### config.mk
export PLATFORM = sky130hd
export DESIGN_NAME = spi_host
export DESIGN_NICKNAME = d
export VERILOG_FILES = /design/src/rtl/spi_host_pkg.sv /design/src/rtl/spi_host_shift.sv /design/src/rtl/spi_host.sv
export SDC_FILE = /design/constraint.sdc
export NUM_CORES = 1
export LEC_CHECK = 0
export ABC_AREA = 1
export CORE_UTILIZATION = 55
export DETAILED_ROUTE_END_ITERATION = 12
export GPL_ROUTABILITY_DRIVEN = 0
export PLACE_DENSITY = 0.83
export SYNTH_ARGS = -nofsm -noshare
export SYNTH_HDL_FRONTEND = slang
export SYNTH_SLANG_ARGS = --single-unit
### constraint.sdc
create_clock -name clk -period 3.1 [get_ports clk]
set_clock_uncertainty 0.1 [all_clocks]
set_input_delay 0.31 -clock clk [delete_from_list [all_inputs] [get_ports clk]]
set_output_delay 0.31 -clock clk [all_outputs]
set_load 0.01 [all_outputs]
### src/rtl/spi_host_pkg.sv
// Shared definitions for the SPI host: flash/PSRAM opcodes, byte phases, helpers.
package spi_host_pkg;

    // Opcodes shared with the flash-emulating responder
    localparam logic [7:0] SPI_CMD_RDID = 8'h9F;
    localparam logic [7:0] SPI_CMD_RDSR = 8'h05;
    localparam logic [7:0] SPI_CMD_WREN = 8'h06;
    localparam logic [7:0] SPI_CMD_WRDS = 8'h04;
    localparam logic [7:0] SPI_CMD_READ = 8'h03;
    localparam logic [7:0] SPI_CMD_PP   = 8'h02;

    // Which part of the command the byte on the wire belongs to
    typedef enum logic [1:0] {
        PH_OP,
        PH_ADDR,
        PH_TX,
        PH_RX
    } phase_t;

    // Address bytes go out MSB first: index 0 is addr[23:16]
    function automatic logic [7:0] addr_byte(input logic [23:0] addr, input logic [1:0] idx);
        case (idx)
            2'd0:    return addr[23:16];
            2'd1:    return addr[15:8];
            default: return addr[7:0];
        endcase
    endfunction

endpackage

### src/rtl/spi_host_shift.sv
// 8-bit SPI shifter: parallel load, shift-out on spi_clk fall, sample on spi_clk rise.
module spi_host_shift (
    input  logic       clk,
    input  logic       reset,
    input  logic       load,
    input  logic [7:0] load_data,
    input  logic       shift,
    input  logic       sample,
    input  logic       sample_bit,
    output logic       mosi,
    output logic [7:0] rx_next,
    output logic       last,
    output logic       done
);

    logic [7:0] tx_sh;
    logic [7:0] rx_sh;
    logic [2:0] bit_cnt;

    assign mosi    = tx_sh[7];
    assign rx_next = {rx_sh[6:0], sample_bit};
    assign last    = (bit_cnt == 3'd7);

    // Shift registers and the per-byte sample counter
    always_ff @(posedge clk or negedge reset) begin
        // NOTE: sequential state uses non-blocking assignments so every register sees pre-edge values.
        if (!reset) begin
            tx_sh   <= '0;
            rx_sh   <= '0;
            bit_cnt <= '0;
            done    <= 1'b0;
        end else if (load) begin
            tx_sh   <= load_data;
            bit_cnt <= '0;
            done    <= 1'b0;
        end else begin
            if (shift) begin
                tx_sh <= {tx_sh[6:0], 1'b0};
            end
            if (sample) begin
                rx_sh   <= rx_next;
                bit_cnt <= bit_cnt + 3'd1;
                if (last) begin
                    done <= 1'b1;
                end
            end
        end
    end

endmodule

### src/rtl/spi_host.sv
// Mode-0 single-bit SPI initiator: opcode, optional 24-bit address, tx bytes, rx bytes.
module spi_host #(
    parameter int CLK_DIV = 2,
    parameter int CS_GAP  = 2
) (
    input  logic        clk,
    input  logic        reset,
    input  logic        cmd_valid,
    output logic        cmd_ready,
    input  logic [7:0]  cmd_op,
    input  logic        cmd_has_addr,
    input  logic [23:0] cmd_addr,
    input  logic [15:0] cmd_tx_len,
    input  logic [15:0] cmd_rx_len,
    input  logic [7:0]  tx_byte,
    input  logic        tx_valid,
    output logic        tx_ready,
    output logic [7:0]  rx_byte,
    output logic        rx_strobe,
    output logic        busy,
    output logic        spi_clk,
    output logic        spi_cs,
    output logic        spi_do,
    input  logic        spi_di
);
    import spi_host_pkg::*;

    typedef enum logic [2:0] {
        ST_IDLE,
        ST_SETUP,
        ST_SHIFT,
        ST_HOLD,
        ST_GAP
    } state_t;

    localparam int              DIV_W    = (CLK_DIV > 1) ? $clog2(CLK_DIV) : 1;
    localparam logic [DIV_W-1:0] DIV_LAST = DIV_W'(CLK_DIV - 1);
    localparam logic [15:0]     GAP_LAST = 16'(CS_GAP - 1);

    state_t           state;
    phase_t           phase;
    logic [DIV_W-1:0] div_cnt;
    logic [15:0]      gap_cnt;
    logic [15:0]      byte_cnt;
    logic [1:0]       addr_idx;
    logic             stall;

    // Command fields captured at accept
    logic             lat_has_addr;
    logic [23:0]      lat_addr;
    logic [15:0]      lat_tx_len;
    logic [15:0]      lat_rx_len;

    // Events and next-byte selection
    logic             tick, accept, rise_evt, fall_evt, byte_end, resume;
    phase_t           nxt_phase;
    logic [1:0]       nxt_idx;
    logic [15:0]      nxt_cnt;
    logic             nxt_done;

    // Shifter interface
    logic             sh_load, sh_shift, sh_sample;
    logic [7:0]       sh_data;
    logic [7:0]       sh_rx_next;
    logic             sh_last, sh_done;

    spi_host_shift u_shift (
        .clk        (clk),
        .reset      (reset),
        .load       (sh_load),
        .load_data  (sh_data),
        .shift      (sh_shift),
        .sample     (sh_sample),
        .sample_bit (spi_di),
        .mosi       (spi_do),
        .rx_next    (sh_rx_next),
        .last       (sh_last),
        .done       (sh_done)
    );

    // Edge events, the byte that follows the current one, and shifter control
    always_comb begin
        // NOTE: every output gets a default first so no path leaves it unassigned (no latches).
        tick      = (div_cnt == DIV_LAST);
        accept    = (state == ST_IDLE) && cmd_valid;
        rise_evt  = tick && ((state == ST_SETUP) || ((state == ST_SHIFT) && !spi_clk && !stall));
        fall_evt  = tick && (state == ST_SHIFT) && spi_clk;
        byte_end  = fall_evt && sh_done;
        resume    = (state == ST_SHIFT) && stall && tx_valid;

        nxt_phase = phase;
        nxt_idx   = addr_idx;
        nxt_cnt   = byte_cnt;
        nxt_done  = 1'b0;
        if ((phase == PH_OP) && lat_has_addr) begin
            nxt_phase = PH_ADDR;
            nxt_idx   = 2'd0;
        end else if ((phase == PH_ADDR) && (addr_idx != 2'd2)) begin
            nxt_idx   = addr_idx + 2'd1;
        end else if ((phase == PH_TX || phase == PH_RX) && (byte_cnt > 16'd1)) begin
            nxt_cnt   = byte_cnt - 16'd1;
        end else if ((phase == PH_OP || phase == PH_ADDR) && (lat_tx_len != 16'd0)) begin
            nxt_phase = PH_TX;
            nxt_cnt   = lat_tx_len;
        end else if ((phase != PH_RX) && (lat_rx_len != 16'd0)) begin
            nxt_phase = PH_RX;
            nxt_cnt   = lat_rx_len;
        end else begin
            nxt_done  = 1'b1;
        end

        sh_load   = accept || byte_end || resume;
        sh_shift  = fall_evt && !sh_done;
        sh_sample = rise_evt;
        sh_data   = 8'h00;
        if (accept) begin
            sh_data = cmd_op;
        end else if (resume) begin
            sh_data = tx_byte;
        end else if (byte_end && !nxt_done) begin
            case (nxt_phase)
                PH_ADDR: sh_data = addr_byte(lat_addr, nxt_idx);
                PH_TX:   sh_data = tx_valid ? tx_byte : 8'h00;
                default: sh_data = 8'h00;
            endcase
        end
    end

    // Half-period divider; restarts on every edge and whenever the clock is parked
    always_ff @(posedge clk or negedge reset) begin
        if (!reset) begin
            div_cnt <= '0;
        end else if ((state == ST_IDLE) || stall || tick) begin
            div_cnt <= '0;
        end else begin
            div_cnt <= div_cnt + 1'b1;
        end
    end

    // Command FSM with registered bus and handshake outputs
    always_ff @(posedge clk or negedge reset) begin
        if (!reset) begin
            state        <= ST_IDLE;
            phase        <= PH_OP;
            gap_cnt      <= '0;
            byte_cnt     <= '0;
            addr_idx     <= '0;
            stall        <= 1'b0;
            lat_has_addr <= 1'b0;
            lat_addr     <= '0;
            lat_tx_len   <= '0;
            lat_rx_len   <= '0;
            cmd_ready    <= 1'b1;
            busy         <= 1'b0;
            tx_ready     <= 1'b0;
            rx_strobe    <= 1'b0;
            rx_byte      <= '0;
            spi_clk      <= 1'b0;
            spi_cs       <= 1'b1;
        end else begin
            tx_ready  <= 1'b0;
            rx_strobe <= 1'b0;
            case (state)
                ST_IDLE: begin
                    if (accept) begin
                        lat_has_addr <= cmd_has_addr;
                        lat_addr     <= cmd_addr;
                        lat_tx_len   <= cmd_tx_len;
                        lat_rx_len   <= cmd_rx_len;
                        phase        <= PH_OP;
                        addr_idx     <= '0;
                        byte_cnt     <= '0;
                        spi_cs       <= 1'b0;
                        cmd_ready    <= 1'b0;
                        busy         <= 1'b1;
                        state        <= ST_SETUP;
                    end
                end
                ST_SETUP: begin
                    if (tick) begin
                        spi_clk <= 1'b1;
                        state   <= ST_SHIFT;
                    end
                end
                ST_SHIFT: begin
                    if (stall) begin
                        if (tx_valid) begin
                            stall    <= 1'b0;
                            tx_ready <= 1'b1;
                        end
                    end else if (tick && !spi_clk) begin
                        spi_clk <= 1'b1;
                        if ((phase == PH_RX) && sh_last) begin
                            rx_strobe <= 1'b1;
                            rx_byte   <= sh_rx_next;
                        end
                    end else if (tick) begin
                        spi_clk <= 1'b0;
                        if (sh_done) begin
                            if (nxt_done) begin
                                state <= ST_HOLD;
                            end else begin
                                phase    <= nxt_phase;
                                addr_idx <= nxt_idx;
                                byte_cnt <= nxt_cnt;
                                if (nxt_phase == PH_TX) begin
                                    if (tx_valid) begin
                                        tx_ready <= 1'b1;
                                    end else begin
                                        stall <= 1'b1;
                                    end
                                end
                            end
                        end
                    end
                end
                ST_HOLD: begin
                    if (tick) begin
                        spi_cs  <= 1'b1;
                        gap_cnt <= '0;
                        state   <= ST_GAP;
                    end
                end
                ST_GAP: begin
                    if (tick) begin
                        if (gap_cnt == GAP_LAST) begin
                            gap_cnt   <= '0;
                            cmd_ready <= 1'b1;
                            busy      <= 1'b0;
                            state     <= ST_IDLE;
                        end else begin
                            gap_cnt <= gap_cnt + 16'd1;
                        end
                    end
                end
                default: state <= ST_IDLE;
            endcase
        end
    end

endmodule

Yosys cells after proc, flatten, opt, wreduce, memory -nomap -nowiden --
Cells that the tools add are included.
Cells by class: add/subtract/negate cells 5, order comparisons 1, equality and inequality tests 29, muxes and demuxes 99, bitwise logic cells 2, reductions and logical operators 53
Operators with widths (number):
- $mux W16 | 14
- $pmux W16 S2 | 2
- $mux W8 | 6
- $mux W1 | 38
- $mux W2 | 18
- $mux W3 | 12
- $pmux W8 S2 | 2
- $reduce_bool A16 Y1 | 2
- $ne A2 B2 Y1 const B | 14
- $reduce_and A10 Y1 | 2
- $logic_and A1 B1 Y1 | 18
- $add A16 B1 Y16 const B | 1
- $eq A16 B1 Y1 const B | 1
- $gt A16 B1 Y1 const B | 1
- $reduce_bool A2 Y1 | 8
- $sub A16 B1 Y16 const B | 1
- $pmux W3 S5 | 1
- $reduce_and A4 Y1 | 3
- $pmux W1 S2 | 4
- $pmux W2 S2 | 2
- $logic_or A1 B1 Y1 | 7
- $reduce_and A7 Y1 | 1
- $eq A2 B1 Y1 const B | 3
- $eq A2 B2 Y1 const B | 3
- other kinds (15) | 25
Word-level totals: bits in registers 131, output and inout bits 15

Logic depth before layout (Yosys ltp) --
word-level depth 15, gate-level depth with buffers 20, depth with buffers taken out 20

Modules after synthesis --
Synthesis repeated with hierarchy kept, for this count alone.
Unflattened totals: cells, all modules 1010, area, all modules 7169.4 um2
Modules (own cells, without submodules):
- spi_host | times used 1, cells an instance 917, area an instance 6363.6 um2
- spi_host_shift | times used 1, cells an instance 93, area an instance 805.8 um2

Least setup slack after synthesis --
Ideal clock, no wire load.
kind reg-to-reg, from register byte_cnt[0], to register u_shift.tx_sh[1], library setup time 0.066 ns, data arrival time 2.165 ns, data required time 2.934 ns, path slack 0.769 ns, stages on the path, launching flop included 21, buffers on the path 0, period minus slack after synthesis 2.331 ns, cells stage by stage dfrtp_1 -> inv_1 -> ha_1 -> nand3_1 -> nand2_1 -> nand2_1 -> nand2_1 -> nand2_1 -> a21oi_1 -> nor2_1 -> inv_1 -> ha_1 -> nor3_1 -> nand2_1 -> inv_2 -> nand2_1 -> nand2_1 -> nand2_1 -> nand2_1 -> nand2_1 -> nand2_1
On the way: cells in the longest elaborated chain, start to end 11, elaborated cells on any way between the ends 17, classes of those cells order compare: 1; eq/ne: 2; mux: 11; reduce/logical: 3
Ends and longest elaborated chain:
- start, declared | RTL line spi_host.sv:44 | logic [15:0] byte_cnt;
- start signal, assigned | RTL line spi_host.sv:205 | byte_cnt <= nxt_cnt;
- $gt A16 B1 Y1 * | RTL line spi_host.sv:100 | end else if ((phase == PH_TX || phase == PH_RX) && (byte_cnt > 16'd1)) begin
- $logic_and A1 B1 Y1 * | RTL line spi_host.sv:100
- $mux W2 or $mux W1 (tied branches) | RTL line spi_host.sv:100
- $mux W2 or $mux W1 (tied branches) | RTL line spi_host.sv:98 | end else if ((phase == PH_ADDR) && (addr_idx != 2'd2)) begin
- $mux W2 or $mux W1 (tied branches) | RTL line spi_host.sv:95 | if ((phase == PH_OP) && lat_has_addr) begin
- $eq A2 B2 Y1 (tied with other cells) | RTL line spi_host.sv:121 | case (nxt_phase)
- $pmux W8 S2 or $logic_and A1 B1 Y1 (tied branches) | RTL line spi_host.sv:121, spi_host.sv:120
- $mux W8 * | RTL line spi_host.sv:120 | end else if (byte_end && !nxt_done) begin
- $mux W8 * | RTL line spi_host.sv:118 | end else if (resume) begin
- $mux W8 * | RTL line spi_host.sv:116 | if (accept) begin
- $mux W8 * | RTL line spi_host_shift.sv:32 | end else if (load) begin
- end signal, assigned | RTL line spi_host_shift.sv:33 | tx_sh <= load_data;
- end signal, assigned | RTL line spi_host_shift.sv:38 | tx_sh <= {tx_sh[6:0], 1'b0};
- end, declared | RTL line spi_host_shift.sv:16 | logic [7:0] tx_sh;
Every way passes the cells marked *; elsewhere a longest branch is shown, timed or not. A chain may end at the register's enable or synchronous reset.

Worst setup path after layout --
from register lat_tx_len[10], to register u_shift.tx_sh[4]
On the way: cells in the longest elaborated chain, start to end 12, elaborated cells on any way between the ends 19, classes of those cells eq/ne: 2; mux: 13; reduce/logical: 4
Ends and longest elaborated chain:
- start, declared | RTL line spi_host.sv:51 | logic [15:0] lat_tx_len;
- start signal, assigned | RTL line spi_host.sv:168 | lat_tx_len <= cmd_tx_len;
- $reduce_bool A16 Y1 * | RTL line spi_host.sv:102 | end else if ((phase == PH_OP || phase == PH_ADDR) && (lat_tx_len != 16'd0)) begin
- $logic_and A1 B1 Y1 * | RTL line spi_host.sv:102
- $mux W2 or $mux W1 (tied branches) | RTL line spi_host.sv:102
- $mux W2 or $mux W1 (tied branches) | RTL line spi_host.sv:100
- $mux W2 or $mux W1 (tied branches) | RTL line spi_host.sv:98
- $mux W2 or $mux W1 (tied branches) | RTL line spi_host.sv:95
- $eq A2 B2 Y1 (tied with other cells) | RTL line spi_host.sv:121
- $pmux W8 S2 or $logic_and A1 B1 Y1 (tied branches) | RTL line spi_host.sv:121, spi_host.sv:120
- $mux W8 * | RTL line spi_host.sv:120
- $mux W8 * | RTL line spi_host.sv:118
- $mux W8 * | RTL line spi_host.sv:116
- $mux W8 * | RTL line spi_host_shift.sv:32
Marks and branches as above.

==> run_results.csv <==
group,metric,value,unit
cells_and_area,drive_above_1_share,8.06,%
cts,numCtsBuffers,17,
pwr,ir_worst_vdd,0.000501,V
pwr,power_switching,3400,µW
sta,report.final.slew_viol_count,0,
synth,synth_cell_types,42,
cells_and_area,fin_area,0.00864,mm²
cts,htreeDepth,4,
flow_run,drv_cap,0,
cts,cts_setup_buffers,0,
pwr,powerDensity,975,mW/mm²
cells_and_area,diodes,0,
critical_path,required,3.36,ns
grt,grt_pass1_vias,6123,
pwr,p_total,8430,µW
floorplanning,ios,93,
sta,hold_viol,0,
detailed_routing,wl_met1,7550,µm
cells_and_area,layout_common_cells,"nand2_1 (345), dfrtp_1 (129), clkdlybuf4s50_1 (91)",
critical_path,critPathKind,"flip-flop to flip-flop",
cts,root_buffer,"clkbuf_16",
detailed_routing,vias,6309,
synth,synth-simple-area-share,32.6,%
grt,antenna_found_initial,0,
detailed_routing,drc,0,
min_path,whs_path_depth,3,
detailed_routing,ant_nets,0,
pwr,clockPowerShare,26.9,%
pwr,p_int,5020,µW
critical_path,worstPathMaxFanout,18,
pwr,leakagePower,0.00422,µW
sta,period_share,86.9,%
place,numPortBuffers,92,
synth,muxShareOfSynthArea,0,%
detailed_routing,dr.pass1.iters,5,
run_status,outcome,"complete, no violations",
sta,period_needed,2.69,ns
critical_path,reg2reg_depth,19,
critical_path,crit_end,"u_shift.tx_sh[4]",
floorplanning,die_y,114,µm
cells_and_area,area_delta_synth_final,25.6,%
critical_path,reg2reg_from,"lat_tx_len[10]",
synth,synthCells,911,
detailed_routing,via_per_inst,5.32,
min_path,hp-class,"input pin to flip-flop",
grt,grt_max_degree,60,
synth,synth_area,0.00688,mm²
floorplanning,core,0.0121,mm²
floorplanning,die-area,0.0130,mm²
synth,synth_top_family_by_area,"simple AND/OR/NAND/NOR gates",
cells_and_area,finalNetCount,1092,
synth,synth-seq-cells,131,
detailed_routing,wl,17500,µm
grt,grt_pass1_wl,29000,µm
sta,max_freq,0.371,GHz
critical_path,r2r_slack,0.41,ns
cts,cts_tree,"yes",
critical_path,crit_path_end_kind,"flip-flop",
sta,rsz0062_at_grt,"no",
floorplanning,num_rows,40,
cts,cts.sinks,131,
pwr,combinationalPowerShare,40.1,%
synth,synthAdderAreaFrac,1.64,%
grt,grt_overflow,0,
synth,syn_area_per_cell,7.55,µm²
detailed_routing,drt_iter0_drc,531,
detailed_routing,wl_met3,1060,µm
critical_path,start_kind,"flip-flop",
synth,synth_compound_area_share,9.97,%
synth,async_flop_share,100,%
sta,fin_setup_tns,0,ns
synth,syn-num-nets,998,
cts,cts_resized,0,
critical_path,critPathLaunch,"lat_tx_len[10]",
detailed_routing,top_layer,"met4",
place,hpwl,12200,µm
floorplanning,initial_utilization,56.8,%
sta,max_slew.worst_pin.slew,0.819,ns
detailed_routing,post_drt_wl_per_cell,14.7,µm
synth,yosysSeqAreaShare,47.7,%
pwr,p_sw_share,40.4,%
sta,setup_viol,0,
grt,grtUsageTotal,28.9,%
cts,path_clk_slew,0.06,ns
cts,cts.path.max_buffers,2,
place,post_dp_cell_area,0.00796,mm²
synth,synth_xor_area_share,0.891,%
detailed_routing,route.met2.wl,8510,µm
cts,clkLatencyLatePin,0.42,ns
synth,yosysWarnings,0,
critical_path,reg2reg_to,"u_shift.tx_sh[4]",
synth,synth-main-ff-cell,"dfrtp_1",
floorplanning,die_width,114,µm
sta,slew_headroom,45.4,%
synth,synth_edf_count,0,
critical_path,cp.arrival,2.96,ns
pwr,seqPwrFrac,33.0,%
cells_and_area,final_common_cell,"nand2_1",
power by group through the flow:
stage	sequential (µW)	clock, µW	combinational [µW]
6_report	2780	2270	3380
5_1_grt	2860	2360	3820
4_1_cts	2780	2280	3370
3_5_place_dp	2780	0	3320
3_3_place_gp	2760	0	3220
2_1_floorplan	2680	0	2490
per-layer routing:
metal,vias up,GRT usage (%)
met3,33,7.28
li1,3133,-
met2,207,47.3
met4,0,10.1
met5,-,0
met1,2936,37.4
cell usage after synthesis, types with 4 or more instances:
cell type  instances  area (µm²)
inv_1             76         285
clkbuf_1           7        26.3
buf_2             11        55.1
o22ai_1           15        93.8
xor2_1             7        61.3
o211ai_1           6        45.0
nand3_1           67         335
o21ai_1           17        85.1
buf_1              5        18.8
nor3_1            10        50.1
ha_1               9         113
nor3_2             4        40.0
nor2_1            64         240
nor2_2             4        25.0
nand2_1          345        1290
inv_2             14        52.6
nand4_1           17         106
dfrtp_1          129        3230
o21ai_0           36         180
a21oi_1           31         155
metrics by stage:
| step | utilization (%) | cells | hold slack, ns | worst slack [ns] |
|---|---|---|---|---|
| CTS | 71.4 | 1186 | 0.314 | 0.448 |
| detailed placement | 65.7 | 1153 | 0.349 | 0.481 |
| global placement | 65.7 | 1153 | 0.342 | 0.647 |
| finish | 71.4 | 1186 | 0.320 | 0.406 |
| global route | 71.4 | 1186 | 0.331 | 0.248 |
| floorplan | - | 911 | -0.0856 | 0.769 |
how the worst min path moves through the flow:
| stage | slack [ns] | to | startpoint |
|---|---|---|---|
| 3_3_place_gp | 0.34 | lat_tx_len[3] | reset |
| 4_1_cts | 0.31 | lat_addr[21] | cmd_addr[21] |
| 6_report | 0.32 | lat_addr[21] | cmd_addr[21] |
| 3_5_place_dp | 0.35 | lat_tx_len[0] | reset |
| 5_1_grt | 0.33 | lat_addr[4] | cmd_addr[4] |
| 2_1_floorplan | -0.09 | addr_idx[0] | reset |
critical path, cell delays in order, from the launching register on:
cell and delay (ns):
dfrtp_1 0.40, nor2_1 0.13, nand2_1 0.07, nor2_1 0.09, nand2_1 0.08, nand2_2 0.30
clkinv_1 0.15, a21oi_1 0.15, nor2_1 0.09, inv_1 0.07, ha_1 0.23, nor3_1 0.18
nand2_1 0.11, inv_2 0.13, nand2_1 0.07, nand2_1 0.06, nand2_1 0.05, nand2_1 0.05
nand2_1 0.05, nand2_1 0.06
flip-flops by register name (all words and copies together), names as in the netlist, 2 cells and up:
register and flops:
lat_addr 24, byte_cnt 16, gap_cnt 16, lat_rx_len 16
lat_tx_len 16, rx_byte 8, u_shift.tx_sh 8, u_shift.rx_sh 7
state 3, u_shift.bit_cnt 3, addr_idx 2, phase 2
cell families after synthesis:
logic type               count (synthesis)
flip-flops                             131
XOR/XNOR                                 7
AO/OA/AOI/OAI                          118
AND/OR/NAND/NOR                        526
adder cells (fa/ha/maj)                  9
buffers and inverters                  120
layout make-up:
class	instances	area [µm²]
clock buffer	24	502
clock inverter	8	170
fill	1004	3470
inverter	91	342
multi-input combinational	660	3100
sequential	131	3280
tap	168	210
timing repair buffer	104	1040
what timing repair did:
item / in CTS / in global routing
endpoints found under the setup margin: 0 / 0
endpoints found under the hold margin: 57 / 0
hold buffers: 1 / 0
No activity file was read; power rests on OpenSTA's default activity.
==> RTL edit, RTL diff (same settings) <==
Reset style: synchronous (`reset`), changed in 3 clocked blocks.
--- a/src/rtl/spi_host_shift.sv
+++ b/src/rtl/spi_host_shift.sv
@@ -22,7 +22,7 @@
     assign last    = (bit_cnt == 3'd7);
 
     // Shift registers and the per-byte sample counter
-    always_ff @(posedge clk or negedge reset) begin
+    always_ff @(posedge clk) begin
         // NOTE: sequential state uses non-blocking assignments so every register sees pre-edge values.
         if (!reset) begin
             tx_sh   <= '0;
--- a/src/rtl/spi_host.sv
+++ b/src/rtl/spi_host.sv
@@ -127,7 +127,7 @@
     end
 
     // Half-period divider; restarts on every edge and whenever the clock is parked
-    always_ff @(posedge clk or negedge reset) begin
+    always_ff @(posedge clk) begin
         if (!reset) begin
             div_cnt <= '0;
         end else if ((state == ST_IDLE) || stall || tick) begin
@@ -138,7 +138,7 @@
     end
 
     // Command FSM with registered bus and handshake outputs
-    always_ff @(posedge clk or negedge reset) begin
+    always_ff @(posedge clk) begin
         if (!reset) begin
             state        <= ST_IDLE;
             phase        <= PH_OP;
Formal check against the unedited RTL: differs if reset is asserted again (counterexample within 4 cycles, from zero or initial values and one cycle with reset low); with reset held inactive, the same outputs for 10 cycles.
==> RTL edit against the unedited design <==
Setup slack got worse by 0.015 ns; largest power group unchanged; combinational power is 15% lower; via count rose by 2.8%; highest routed layer unchanged; critical path depth unchanged; sequential cell count stayed put; routed wire length decreased by 6.5%; cell area is 7.1% lower; total power shrank 17%; synthesized area fell by 5.5%; cell count is essentially flat; non-clock buffer count decreased by 3.
==> RTL edit: results (changes against the unedited design) <==
Place
  – Placed cell area: 0.00748 sq mm (-6.0%)

Global route
  – Largest net degree at the start of global routing: 75 (+25%)
  – Met1 Use GR: 35.7% (-1.7 points)
  – Met2 Track Usage GR: 45.2% (-2.1 points)
  – Total Routing Usage GR: 27.7% (-1.2 points)
  – Vias in the first global route: 6046 (-1.3%)
  – M3 GR Usage: 6.07% (-1.2 points)

Layout
  – Sequential cell area share: 32.6% (-5.3 points)
  – Clk cell area share: 6.82% (-0.95 points)
  – Invs w/o clock: 84 (-7.7%)
  – Share of cells above drive strength 1: 7.95% (-0.10 points)
  – Clock buf count: 18 (-25%)
  – Non-Clock Buffer Count: 101 (-2.9%)
  – Multi-input combinational area share: 42.0% (+6.1 points)

Route
  – Avg Vias per Cell: 5.46 (+2.7%)
  – Avg WL per Cell: 13.8 microns (-6.6%)

Power
  – Total internal power: 4.10 mW (-18%)
  – Power Combinational: 2.88 mW (-15%)

Worst setup path
  – Largest stage delay, worst path: 0.34 ns (-0.06 ns)
  – CP max-delay cell: dfxtp_1
  – Crit. Startpoint: byte_cnt[0]
  – Maximum fanout along the worst path: 21 (+3)

Synthesis
  – Xor/xnor cell area share of the yosys netlist: 0.808% (-0.083 points)
  – Most frequent cells after synthesis: nand2_1, dfxtp_1, a21oi_1

Floorplanning
  – Core Area: 0.0115 sq mm (-5.3%)

Status
  – Status: completed
RTL edit: cell count changes after synthesis, moves of 13 or more:
cell      unedited run  this run
nand2_1            345       258
clkbuf_1             7        21
dfrtp_1            129         0
nor2_1              64        96
a21oi_1             31       117
o21ai_0             36        64
dfxtp_1              0       131
o21ai_1             17         1
o22ai_1             15         2
RTL edit: through the flow:
step / power (mW) / worst slack [ns] / utilization (%) / instances / hold slack, ns
floorplan: 4.44 / 0.632 / - / 954 / 0.312
global placement: 5.05 / 0.521 / 65.2 / 1158 / 0.330
detailed placement: 5.10 / 0.414 / 65.2 / 1158 / 0.341
CTS: 6.99 / 0.395 / 70.0 / 1187 / 0.329
global route: 7.53 / 0.0130 / 70.0 / 1187 / 0.340
finish: 7.02 / 0.391 / 70.0 / 1187 / 0.341
RTL edit: metal layers:
metal	wire length, microns	vias up	part of all wire (%)
met4	277	0	1.7
met2	7760	180	47
met5	0	-	0
li1	-	3306	-
met3	870	23	5.3
met1	7440	2976	46
